[config.mk]
export PLATFORM = sky130hd
export DESIGN_NAME = slink_rx_deframer
export DESIGN_NICKNAME = d
export VERILOG_FILES = /design/src/rtl/slink_deframer_pkg.sv /design/src/rtl/slink_crc16_byte.sv /design/src/rtl/slink_rx_deframer.sv
export SDC_FILE = /design/constraint.sdc
export NUM_CORES = 1
export LEC_CHECK = 0
export BUFFER_PORTS_ARGS = -buffer_cell sky130_fd_sc_hd__buf_2
export CAP_MARGIN = 20
export CORE_ASPECT_RATIO = 0.9
export CORE_MARGIN = 2
export CORE_UTILIZATION = 64
export DETAILED_ROUTE_END_ITERATION = 7
export PLACE_DENSITY = 0.92
export SYNTH_ARGS = -nofsm -noshare
export SYNTH_HDL_FRONTEND = slang
export SYNTH_SLANG_ARGS = --single-unit
[constraint.sdc]
create_clock -name link_clk -period 4.7 [get_ports link_clk]
set_clock_uncertainty 0.15 [all_clocks]
set_input_delay 0.47 -clock link_clk [delete_from_list [all_inputs] [get_ports link_clk]]
set_output_delay 0.47 -clock link_clk [all_outputs]
set_load 0.01 [all_outputs]
[src/rtl/slink_deframer_pkg.sv]
// Shared types and constants for the S-Link RX deframer and the matching TX framer.
package slink_deframer_pkg;

  typedef enum logic [2:0] {
    ST_IDLE    = 3'd0,
    ST_HDR_WCL = 3'd1,
    ST_HDR_WCH = 3'd2,
    ST_PAYLOAD = 3'd3,
    ST_CRC_LO  = 3'd4,
    ST_CRC_HI  = 3'd5
  } deframer_state_e;

  localparam logic [15:0] SLINK_CRC16_POLY  = 16'h1021;
  localparam logic [15:0] SLINK_CRC16_INIT  = 16'hFFFF;
  localparam logic [7:0]  SLINK_LONG_DI_MIN = 8'h30;

endpackage

[src/rtl/slink_crc16_byte.sv]
// One-byte step of CRC-16/CCITT-FALSE, MSB of the byte first, no reflection.
module slink_crc16_byte
  import slink_deframer_pkg::*;
(
  input  logic [15:0] crc_i,
  input  logic [7:0]  byte_i,
  output logic [15:0] crc_o
);

  // Shift the eight data bits through the LFSR, most significant first.
  always_comb begin
    crc_o = crc_i;
    for (int i = 7; i >= 0; i--) begin
      if (crc_o[15] ^ byte_i[i]) begin
        crc_o = {crc_o[14:0], 1'b0} ^ SLINK_CRC16_POLY;
      end else begin
        crc_o = {crc_o[14:0], 1'b0};
      end
    end
  end

endmodule

[src/rtl/slink_rx_deframer.sv]
// S-Link RX deframer: parses the 3-byte header, packs long-packet payload into
// words, holds the final word until the trailing CRC-16 has been checked.
module slink_rx_deframer
  import slink_deframer_pkg::*;
#(
  parameter int         APP_DATA_WIDTH = 32,
  parameter logic [7:0] LONG_DI_MIN    = SLINK_LONG_DI_MIN
) (
  input  logic                      link_clk,
  input  logic                      link_reset,
  input  logic                      ll_rx_valid,
  input  logic                      ll_rx_sop,
  input  logic [7:0]                ll_rx_byte,
  output logic                      rx_sop,
  output logic [7:0]                rx_data_id,
  output logic [15:0]               rx_word_count,
  output logic [APP_DATA_WIDTH-1:0] rx_app_data,
  output logic                      rx_valid,
  output logic                      rx_crc_corrupted,
  output logic                      rx_pkt_abort
);

  localparam int BPW   = APP_DATA_WIDTH / 8;
  localparam int IDX_W = (BPW > 1) ? $clog2(BPW) : 1;
  localparam logic [IDX_W-1:0] IDX_LAST = IDX_W'(BPW - 1);

  deframer_state_e           state_q, state_d;
  logic [7:0]                di_q, di_d;
  logic [15:0]               wc_q, wc_d;
  logic [15:0]               cnt_q, cnt_d;
  logic [APP_DATA_WIDTH-1:0] acc_q, acc_d;
  logic [IDX_W-1:0]          idx_q, idx_d;
  logic                      first_q, first_d;
  logic [15:0]               crc_q, crc_d;
  logic [7:0]                crc_lo_q, crc_lo_d;

  logic                      rx_sop_q, rx_valid_q, rx_crc_corrupted_q, rx_pkt_abort_q;
  logic [7:0]                rx_data_id_q;
  logic [15:0]               rx_word_count_q;
  logic [APP_DATA_WIDTH-1:0] rx_app_data_q;

  logic [15:0]               crc_next_s;
  logic [APP_DATA_WIDTH-1:0] word_s;
  logic [APP_DATA_WIDTH-1:0] emit_data_s;
  logic                      emit_s, emit_sop_s, emit_bad_s, abort_s;

  slink_crc16_byte u_crc (
    .crc_i  (crc_q),
    .byte_i (ll_rx_byte),
    .crc_o  (crc_next_s)
  );

  // Next-state, header/payload datapath and word emission decisions.
  always_comb begin
    state_d     = state_q;
    di_d        = di_q;
    wc_d        = wc_q;
    cnt_d       = cnt_q;
    acc_d       = acc_q;
    idx_d       = idx_q;
    first_d     = first_q;
    crc_d       = crc_q;
    crc_lo_d    = crc_lo_q;
    emit_s      = 1'b0;
    emit_sop_s  = 1'b0;
    emit_bad_s  = 1'b0;
    emit_data_s = '0;
    abort_s     = 1'b0;
    word_s      = acc_q;
    word_s[{idx_q, 3'b000} +: 8] = ll_rx_byte;

    if (ll_rx_valid && ll_rx_sop) begin
      // A DI byte always restarts parsing; mid-packet it also drops the held word.
      abort_s = (state_q != ST_IDLE);
      di_d    = ll_rx_byte;
      acc_d   = '0;
      idx_d   = '0;
      first_d = 1'b1;
      crc_d   = SLINK_CRC16_INIT;
      state_d = ST_HDR_WCL;
    end else if (ll_rx_valid) begin
      case (state_q)
        ST_IDLE: begin
          state_d = ST_IDLE;
        end
        ST_HDR_WCL: begin
          wc_d[7:0] = ll_rx_byte;
          state_d   = ST_HDR_WCH;
        end
        ST_HDR_WCH: begin
          wc_d[15:8] = ll_rx_byte;
          cnt_d      = {ll_rx_byte, wc_q[7:0]};
          if (di_q < LONG_DI_MIN) begin
            emit_s     = 1'b1;
            emit_sop_s = 1'b1;
            state_d    = ST_IDLE;
          end else if ({ll_rx_byte, wc_q[7:0]} == 16'd0) begin
            state_d = ST_CRC_LO;
          end else begin
            state_d = ST_PAYLOAD;
          end
        end
        ST_PAYLOAD: begin
          cnt_d = cnt_q - 16'd1;
          crc_d = crc_next_s;
          if (cnt_q == 16'd1) begin
            acc_d   = word_s;
            state_d = ST_CRC_LO;
          end else if (idx_q == IDX_LAST) begin
            emit_s      = 1'b1;
            emit_sop_s  = first_q;
            emit_data_s = word_s;
            first_d     = 1'b0;
            acc_d       = '0;
            idx_d       = '0;
          end else begin
            acc_d = word_s;
            idx_d = idx_q + {{(IDX_W-1){1'b0}}, 1'b1};
          end
        end
        ST_CRC_LO: begin
          crc_lo_d = ll_rx_byte;
          state_d  = ST_CRC_HI;
        end
        ST_CRC_HI: begin
          emit_s      = 1'b1;
          emit_sop_s  = first_q;
          emit_data_s = acc_q;
          emit_bad_s  = ({ll_rx_byte, crc_lo_q} != crc_q);
          state_d     = ST_IDLE;
        end
        default: begin
          state_d = ST_IDLE;
        end
      endcase
    end else begin
      state_d = state_q;
    end
  end

  // State, datapath and registered application-side outputs.
  always_ff @(posedge link_clk) begin
    if (link_reset) begin
      state_q            <= ST_IDLE;
      di_q               <= 8'h00;
      wc_q               <= 16'h0000;
      cnt_q              <= 16'h0000;
      acc_q              <= '0;
      idx_q              <= '0;
      first_q            <= 1'b0;
      crc_q              <= 16'h0000;
      crc_lo_q           <= 8'h00;
      rx_sop_q           <= 1'b0;
      rx_valid_q         <= 1'b0;
      rx_crc_corrupted_q <= 1'b0;
      rx_pkt_abort_q     <= 1'b0;
      rx_data_id_q       <= 8'h00;
      rx_word_count_q    <= 16'h0000;
      rx_app_data_q      <= '0;
    end else begin
      state_q            <= state_d;
      di_q               <= di_d;
      wc_q               <= wc_d;
      cnt_q              <= cnt_d;
      acc_q              <= acc_d;
      idx_q              <= idx_d;
      first_q            <= first_d;
      crc_q              <= crc_d;
      crc_lo_q           <= crc_lo_d;
      rx_valid_q         <= emit_s;
      rx_sop_q           <= emit_s & emit_sop_s;
      rx_crc_corrupted_q <= emit_s & emit_bad_s;
      rx_pkt_abort_q     <= abort_s;
      if (emit_s) begin
        rx_app_data_q   <= emit_data_s;
        rx_data_id_q    <= di_q;
        rx_word_count_q <= wc_d;
      end
    end
  end

  assign rx_sop           = rx_sop_q;
  assign rx_data_id       = rx_data_id_q;
  assign rx_word_count    = rx_word_count_q;
  assign rx_app_data      = rx_app_data_q;
  assign rx_valid         = rx_valid_q;
  assign rx_crc_corrupted = rx_crc_corrupted_q;
  assign rx_pkt_abort     = rx_pkt_abort_q;

endmodule

; Word level (Yosys, flattened, before mapping)
; Cells that the tools add are included.
[totals]
ff_bits = 162
in_bits = 12
out_inout_bits = 60
word_cells = 121
[classes]
addsub = 3
magnitude_cmp = 1
n_eq_ne = 11
shift = 2
mux = 50
n_bitwise = 20
n_reduce_logical = 17
[ops]
columns = operator, n
row1 = 32-bit two-way mux, 6
row2 = 13-bit two-way mux, 8
row3 = 16-bit two-way mux, 5
row4 = 32-bit case mux with 2 select lines, 1
row5 = 32-bit bitwise mux, 1
row6 = 16-bit case mux with 2 select lines, 1
row7 = 8-bit by 7-bit variable shift with 32-bit output (first input constant), 1
row8 = 8-bit by 7-bit variable part select with 32-bit output, 1
row9 = 3-bit inverter, 8
row10 = 1-bit two-way mux, 19
row11 = 16-bit by 1-bit == test with 1-bit output (second input constant), 1
row12 = 16-bit logical NOT, 1
row13 = 8-bit two-way mux, 2
row14 = 16-bit != test, 1
row15 = 16-bit by 1-bit subtractor with 16-bit output (second input constant), 1
row16 = 3-bit case mux with 4 select lines, 1
row17 = 3-bit two-way mux, 3
row18 = 3-bit AND reduction, 3
row19 = 8-bit by 6-bit < comparator with 1-bit output (second input constant), 1
row20 = 2-bit AND reduction, 4
row21 = 2-bit nonzero test, 4
row22 = 1-bit XOR, 8
row23 = 5-bit negation with 7-bit output, 1
row24 = 3-bit by 2-bit == test with 1-bit output (second input constant), 2
row25 = 14 further kinds, 20

; Depth between registers and ports, before layout
[logic_depth]
word_depth = 19
mapped_depth = 10
depth_no_buf = 7

; Cells and area by module
; A second synthesis with hierarchy kept.
[unflattened]
cells_unflattened = 832
area_unflattened_um2 = 7687.4
[modules_own_cells]
columns = mod, n_inst, cells_per_inst, area_per_inst_um2, seq_area_each_um2
row1 = slink_rx_deframer, 1, 807, 7299.5, 3243.1
row2 = slink_crc16_byte, 1, 25, 387.9, 0.0

; Worst setup path before layout
; Ideal clock, no wire load.
[synth_timing]
path_kind = reg-to-reg
from = reg idx_q[0]
to = reg rx_app_data_q[7] (netlist: rx_app_data[7])
setup_ns = 0.122
arrival_time_ns = 2.008
required_time_ns = 4.428
setup_slack_ns = 2.420
path_stages_with_launch = 9
path_buffers = 2
synth_period_minus_slack_ns = 2.280
path_cell_list = dfxtp_1 > ha_1 > and4b_1 > buf_2 > o21ai_1 > a21oi_4 > nor3_4 > buf_2 > a221o_1
[synth_between]
elab_chain_cells = 8
elab_cells_between_ends = 15
classes_between = 1 x add/sub / 1 x eq/ne / 2 x shift / 11 x mux
[synth_lines]
columns = element, line_no
row1 = start: declaration, slink_rx_deframer.sv:32  ; logic [IDX_W-1:0] idx_q, idx_d;
row2 = start signal: assignment, slink_rx_deframer.sv:166  ; idx_q <= idx_d;
row3 = 5-bit negation with 7-bit output, slink_rx_deframer.sv:70  ; word_s[{idx_q, 3'b000} +: 8] = ll_rx_byte;
row4 = 8-bit by 7-bit variable part select with 32-bit output or 8-bit by 7-bit variable shift with 32-bit output (tied branches), slink_rx_deframer.sv:70
row5 = 32-bit bitwise mux, slink_rx_deframer.sv:70
row6 = 32-bit two-way mux, slink_rx_deframer.sv:109  ; end else if (idx_q == IDX_LAST) begin
row7 = 32-bit two-way mux, slink_rx_deframer.sv:106  ; if (cnt_q == 16'd1) begin
row8 = 32-bit case mux with 2 select lines, slink_rx_deframer.sv:82  ; case (state_q)
row9 = 32-bit two-way mux, slink_rx_deframer.sv:81  ; end else if (ll_rx_valid) begin
row10 = 32-bit two-way mux, slink_rx_deframer.sv:72  ; if (ll_rx_valid && ll_rx_sop) begin
row11 = end signal: assignment, slink_rx_deframer.sv:175  ; rx_app_data_q <= emit_data_s;
row12 = end: declaration, slink_rx_deframer.sv:40  ; logic [APP_DATA_WIDTH-1:0] rx_app_data_q;
; Several ways; a longest one is shown, not always the timed one.
; A chain may end at the register's enable or synchronous reset.

; Final worst setup path
[layout_timing]
from = reg cnt_q[2]
to = reg acc_q[4]
[layout_between]
elab_chain_cells = 2
[layout_lines]
columns = element, line_no
row1 = start: declaration, slink_rx_deframer.sv:30  ; logic [15:0] cnt_q, cnt_d;
row2 = start signal: assignment, slink_rx_deframer.sv:164  ; cnt_q <= cnt_d;
row3 = 16-bit by 1-bit == test with 1-bit output, slink_rx_deframer.sv:106
row4 = 32-bit two-way mux, slink_rx_deframer.sv:106
row5 = end signal: assignment, slink_rx_deframer.sv:148  ; acc_q <= '0;
row6 = end signal: assignment, slink_rx_deframer.sv:165  ; acc_q <= acc_d;
row7 = end: declaration, slink_rx_deframer.sv:31  ; logic [APP_DATA_WIDTH-1:0] acc_q, acc_d;
; No other way between the ends.

==> tab_implementation.tex <==
\begin{tabular}{lr}
\hline
Metric & Value \\
\hline
\multicolumn{2}{l}{\textbf{Synthesis}} \\
\quad Ys async rst share & 0\% \\
\quad Main synth FF type & sky130\_fd\_sc\_hd\_\_dfxtp\_1 \\
\quad Avg Inst Size Synth & 8.97 um\^{}2 \\
\quad Synth warn & 0 \\
\quad Post-synthesis sequential area ratio & 42.8\% \\
\quad Number of distinct library cell variants in the gate-level netlist after synthesis & slightly above 70 \\
\quad Gate Count Post-Synth & between 800 and 900 \\
\quad Count of flip-flops with a built-in enable after synthesis & 0 \\
\quad Synthesized Nets & approximately 860 \\
\quad Seq cells post-synth & 162 \\
\quad Cell Area, Synth & 0.00757 mm\^{}2 \\
\multicolumn{2}{l}{\textbf{Timing}} \\
\quad Setup repair after global routing missed its margin & false \\
\quad Final Hold Violating Endpoints & 0 \\
\quad Post-layout min period & 3.09 ns \\
\quad Slew Viols, Final & 0 \\
\quad Worst-case headroom to the max-slew limit & 37.7\% \\
\quad Slew @ Worst Pin & 0.934 ns \\
\quad Crit share post-route & roughly two thirds \\
\quad Final hold slack & 0.299 ns \\
\quad Maximum achievable frequency & 324 MHz \\
\quad Number of setup violations in the final report & 0 \\
\quad Final TNS setup & 0 ns \\
\multicolumn{2}{l}{\textbf{Critical path}} \\
\quad Worst Path Max Fanout & 11 \\
\quad CP peak stage delay & 0.69 ns \\
\quad Startpoint of the lowest-slack register-to-register path & cnt\_q[2] \\
\quad Worst setup path endpoint & acc\_q[4] \\
\quad Data arrival at the endpoint of the critical path & around 3.3 ns \\
\quad Worst R2R End & acc\_q[4] \\
\quad Reg2Reg Setup Slack & 1.61 ns \\
\quad Worst EP required & 4.92 ns \\
\quad Crit end category & register \\
\quad Origin of the worst setup path & cnt\_q[2] \\
\quad Slowest cell on the critical path & sky130\_fd\_sc\_hd\_\_nand4b\_1 \\
\quad Category of the worst setup path launch point & register \\
\quad Cells along the critical path & nor2\_1 -> nand4b\_1 -> o21ai\_1 -> and3\_1 -> a32o\_1 \\
\quad Cells on worst reg2reg path & 5 \\
\quad Start-to-end type of the worst setup path & register to register \\
\multicolumn{2}{l}{\textbf{Power and ir drop}} \\
\quad IR Drop Worst-Case VDD & 0.325 mV \\
\quad Total power after layout & between 2000 and 3000 uW \\
\quad Switching pwr & 767 uW \\
\quad Sequential cell fraction of total power & between 40\% and 50\% \\
\quad Portion of total power attributed to the clock network & 44.7\% \\
\quad Combinational share of power & 7.0\% \\
\quad Share of total power consumed by net switching & 26.3\% \\
\quad Internal power contribution & 2150 uW \\
\quad Power per Cell Area & 345 mW/mm\^{}2 \\
\quad Static leakage power & 0.00311 uW \\
\multicolumn{2}{l}{\textbf{Global route}} \\
\quad Most crowded layer after global routing & met2 \\
\quad Grt met1 use & 44.6\% \\
\quad Met3 layer usage reported by global route & 7.66\% \\
\quad Remaining global-route overflow & 0 \\
\quad Global-route wire length before repair & between 30000 and 40000 um \\
\quad Number of antenna violations at the first check in global routing & 0 \\
\quad Number of global-route vias before repair & between 6000 and 7000 \\
\quad Pin count of the biggest net entering global routing & between 60 and 70 \\
\quad Met2 Usage GRT & 49.3\% \\
\quad Global-route usage over all layers & 33.1\% \\
\multicolumn{2}{l}{\textbf{Drt}} \\
\quad Final WL & 21000 um \\
\quad Routed length per placed instance & 20.1 um \\
\quad Count of vias placed by the detailed router & 6902 \\
\quad Number of remaining DRC errors & 0 \\
\quad Remaining number of nets flagged by the antenna check after routing & 0 \\
\quad Initial DRC count & 935 \\
\quad Via-to-Cell Ratio & 6.60 \\
\quad Number of iterations in the first detailed-routing pass & 5 \\
\multicolumn{2}{l}{\textbf{Die}} \\
\quad Starting density of the core & 66.0\% \\
\quad I/O pin count & 72 \\
\quad Overall die area & approximately 0.013 mm\^{}2 \\
\quad Placement Rows & 37 \\
\quad Y dimension of the die & 107 um \\
\quad Chip width & around 120 um \\
\quad Total core area & 0.0115 mm\^{}2 \\
\multicolumn{2}{l}{\textbf{Finish}} \\
\quad Total Nets Final & 895 \\
\quad Filler Cells Inserted & 815 \\
\quad Count of inserted antenna diode cells & 0 \\
\quad Post-Route Utilization & around three quarters \\
\quad Share of layout cells above drive strength 1 & 14.5\% \\
\quad Layout-stage area growth over the synthesis result & 11.7\% \\
\quad Post-route non-filler standard cell count & around 1000 \\
\multicolumn{2}{l}{\textbf{Placed design}} \\
\quad I/O Buffers & 71 \\
\quad Placed Cells incl. Taps & about 1000 \\
\quad Detail Placement HPWL & 12700 um \\
\quad Weighted congestion at the end of routability-driven global placement & 0.937 \\
\multicolumn{2}{l}{\textbf{Clocking}} \\
\quad Maximum buffer depth of the clock tree & 2 \\
\quad TritonCTS buffer count & 17 \\
\quad Number of hold buffers added after CTS & 0 \\
\quad Sinks on the clock net & 162 \\
\quad Master cell of the clock root buffer & sky130\_fd\_sc\_hd\_\_clkbuf\_16 \\
\quad Clock latency on the worst-skew pair & around 0.44 ns \\
\quad CTS clock-pin slew for the worst setup and hold paths & 0.07 ns \\
\quad Post-CTS setup buffer count & 0 \\
\quad CTS HTree Levels & 4 \\
\quad Cts repair resizes & 0 \\
\quad TritonCTS clock tree & yes \\
\multicolumn{2}{l}{\textbf{Outcome}} \\
\quad Outcome & finished clean \\
\multicolumn{2}{l}{\textbf{Min path}} \\
\quad Class of the tightest hold or removal check & register to register \\
\multicolumn{2}{l}{\textbf{Run}} \\
\quad Max-capacitance violation count & 0 \\
\hline
\end{tabular}
## kinds of logic after synthesis
| logic type | after synthesis | share of synthesized area (%) |
|---|---|---|
| simple gates | 275 | 18.9 |
| compound gates | 249 | 23.8 |
| buf+inv | 80 | 4.26 |
| flops | 162 | 42.8 |
| xor+xnor | 34 | 3.93 |
| fa+ha+maj | 7 | 1.16 |
| mux | 37 | 5.15 |
## cell usage after synthesis, types with 7 or more instances
master | number | share of area (%)
sky130_fd_sc_hd__buf_2 | 15 | 0.99
sky130_fd_sc_hd__o2bb2ai_1 | 31 | 3.6
sky130_fd_sc_hd__mux2_1 | 16 | 2.4
sky130_fd_sc_hd__a21oi_1 | 67 | 4.4
sky130_fd_sc_hd__buf_1 | 7 | 0.35
sky130_fd_sc_hd__nor2b_1 | 22 | 1.8
sky130_fd_sc_hd__and3_1 | 8 | 0.66
sky130_fd_sc_hd__nor3_1 | 10 | 0.66
sky130_fd_sc_hd__clkbuf_1 | 43 | 2.1
sky130_fd_sc_hd__a221oi_1 | 11 | 1.3
sky130_fd_sc_hd__inv_1 | 13 | 0.64
sky130_fd_sc_hd__o2111ai_1 | 9 | 1.0
sky130_fd_sc_hd__nand4_1 | 8 | 0.66
sky130_fd_sc_hd__a221o_1 | 8 | 1.1
sky130_fd_sc_hd__xnor2_1 | 29 | 3.4
sky130_fd_sc_hd__nor2_1 | 50 | 2.5
sky130_fd_sc_hd__a32o_1 | 15 | 2.0
sky130_fd_sc_hd__nand2_1 | 92 | 4.6
sky130_fd_sc_hd__nand2b_1 | 19 | 1.6
sky130_fd_sc_hd__ha_1 | 7 | 1.2
sky130_fd_sc_hd__o21ai_0 | 24 | 1.6
sky130_fd_sc_hd__a211oi_1 | 12 | 1.2
sky130_fd_sc_hd__a22oi_1 | 18 | 1.8
sky130_fd_sc_hd__dfxtp_1 | 162 | 43
sky130_fd_sc_hd__o211ai_1 | 8 | 0.79
sky130_fd_sc_hd__nand3_1 | 25 | 1.7
sky130_fd_sc_hd__o21ai_1 | 11 | 0.73
sky130_fd_sc_hd__nor4_1 | 8 | 0.66
sky130_fd_sc_hd__mux2i_1 | 21 | 2.8
## routing by layer
layer  share of wire (%)  vias to the layer above
met5                   0                        -
met2                  44                      441
met4                 4.4                        0
li1                    -                     3153
met3                  11                       94
met1                  40                     3214
## worst min path at each step
| stage | start | endpoint | slack [ns] | cells past startpoint |
|---|---|---|---|---|
| 6_report | first_q | rx_sop | 0.30 | 2 |
| 3_5_place_dp | rx_app_data[13] | rx_app_data[13] | 0.29 | 1 |
| 3_3_place_gp | rx_app_data[13] | rx_app_data[13] | 0.29 | 1 |
| 2_1_floorplan | first_q | rx_sop | 0.28 | 2 |
| 4_1_cts | first_q | rx_sop | 0.30 | 2 |
| 5_1_grt | rx_app_data[24] | rx_app_data[24] | 0.32 | 1 |
## layout make-up
| cell class | count | area (um^2) | share of cell area [%] |
|---|---|---|---|
| timing repair buffer | 79 | 415 | 4.91 |
| multi-input combinational | 602 | 4010 | 47.4 |
| inverter | 14 | 52.6 | 0.621 |
| clock inverter | 14 | 119 | 1.40 |
| clock buffer | 18 | 429 | 5.07 |
| tap | 156 | 195 | 2.31 |
| sequential | 162 | 3240 | 38.3 |
## registers in the layout, summed over array words and instances, names as in the netlist, 16 cells and up
name,cells
crc_q,16
cnt_q,16
rx_app_data,32
wc_q,16
acc_q,32
rx_word_count,16
## critical path: cells and delay by family (launching register included)
kind	cells	cell delay [ns]
compound gates	2	0.84
flops	1	0.36
simple gates	3	1.68
## placed cells by master, fill, tap and decap left out, types with 12 or more instances in the layout
cell | Yosys | routed
sky130_fd_sc_hd__a211oi_1 | 12 | 12
sky130_fd_sc_hd__a21oi_1 | 67 | 67
sky130_fd_sc_hd__a22oi_1 | 18 | 18
sky130_fd_sc_hd__a32o_1 | 15 | 15
sky130_fd_sc_hd__buf_2 | 15 | 71
sky130_fd_sc_hd__clkbuf_16 | 0 | 17
sky130_fd_sc_hd__dfxtp_1 | 162 | 162
sky130_fd_sc_hd__inv_1 | 13 | 13
sky130_fd_sc_hd__mux2_1 | 16 | 16
sky130_fd_sc_hd__mux2i_1 | 21 | 21
sky130_fd_sc_hd__nand2_1 | 92 | 92
sky130_fd_sc_hd__nand2b_1 | 19 | 19
sky130_fd_sc_hd__nand3_1 | 25 | 25
sky130_fd_sc_hd__nor2_1 | 50 | 50
sky130_fd_sc_hd__nor2b_1 | 22 | 22
sky130_fd_sc_hd__o21ai_0 | 24 | 24
sky130_fd_sc_hd__o2bb2ai_1 | 31 | 31
sky130_fd_sc_hd__xnor2_1 | 29 | 29
## through the flow
| stage | setup slack, ns | instance area, um^2 |
|---|---|---|
| finish | 1.61 | 8460 |
| global placement | 1.56 | 7920 |
| floorplan | 2.42 | 7570 |
| global route | 1.52 | 8460 |
| CTS | 1.80 | 8460 |
| detailed placement | 1.46 | 7920 |
## power groups by stage
stage,Clock (uW),Combinational (uW),Sequential (uW)
after floorplan,0,149,1430
after global placement,0,190,1440
after detailed placement,0,194,1440
after CTS,1300,198,1410
after global routing,1370,216,1410
final,1310,204,1410
No activity file was read; power rests on OpenSTA's default activity.
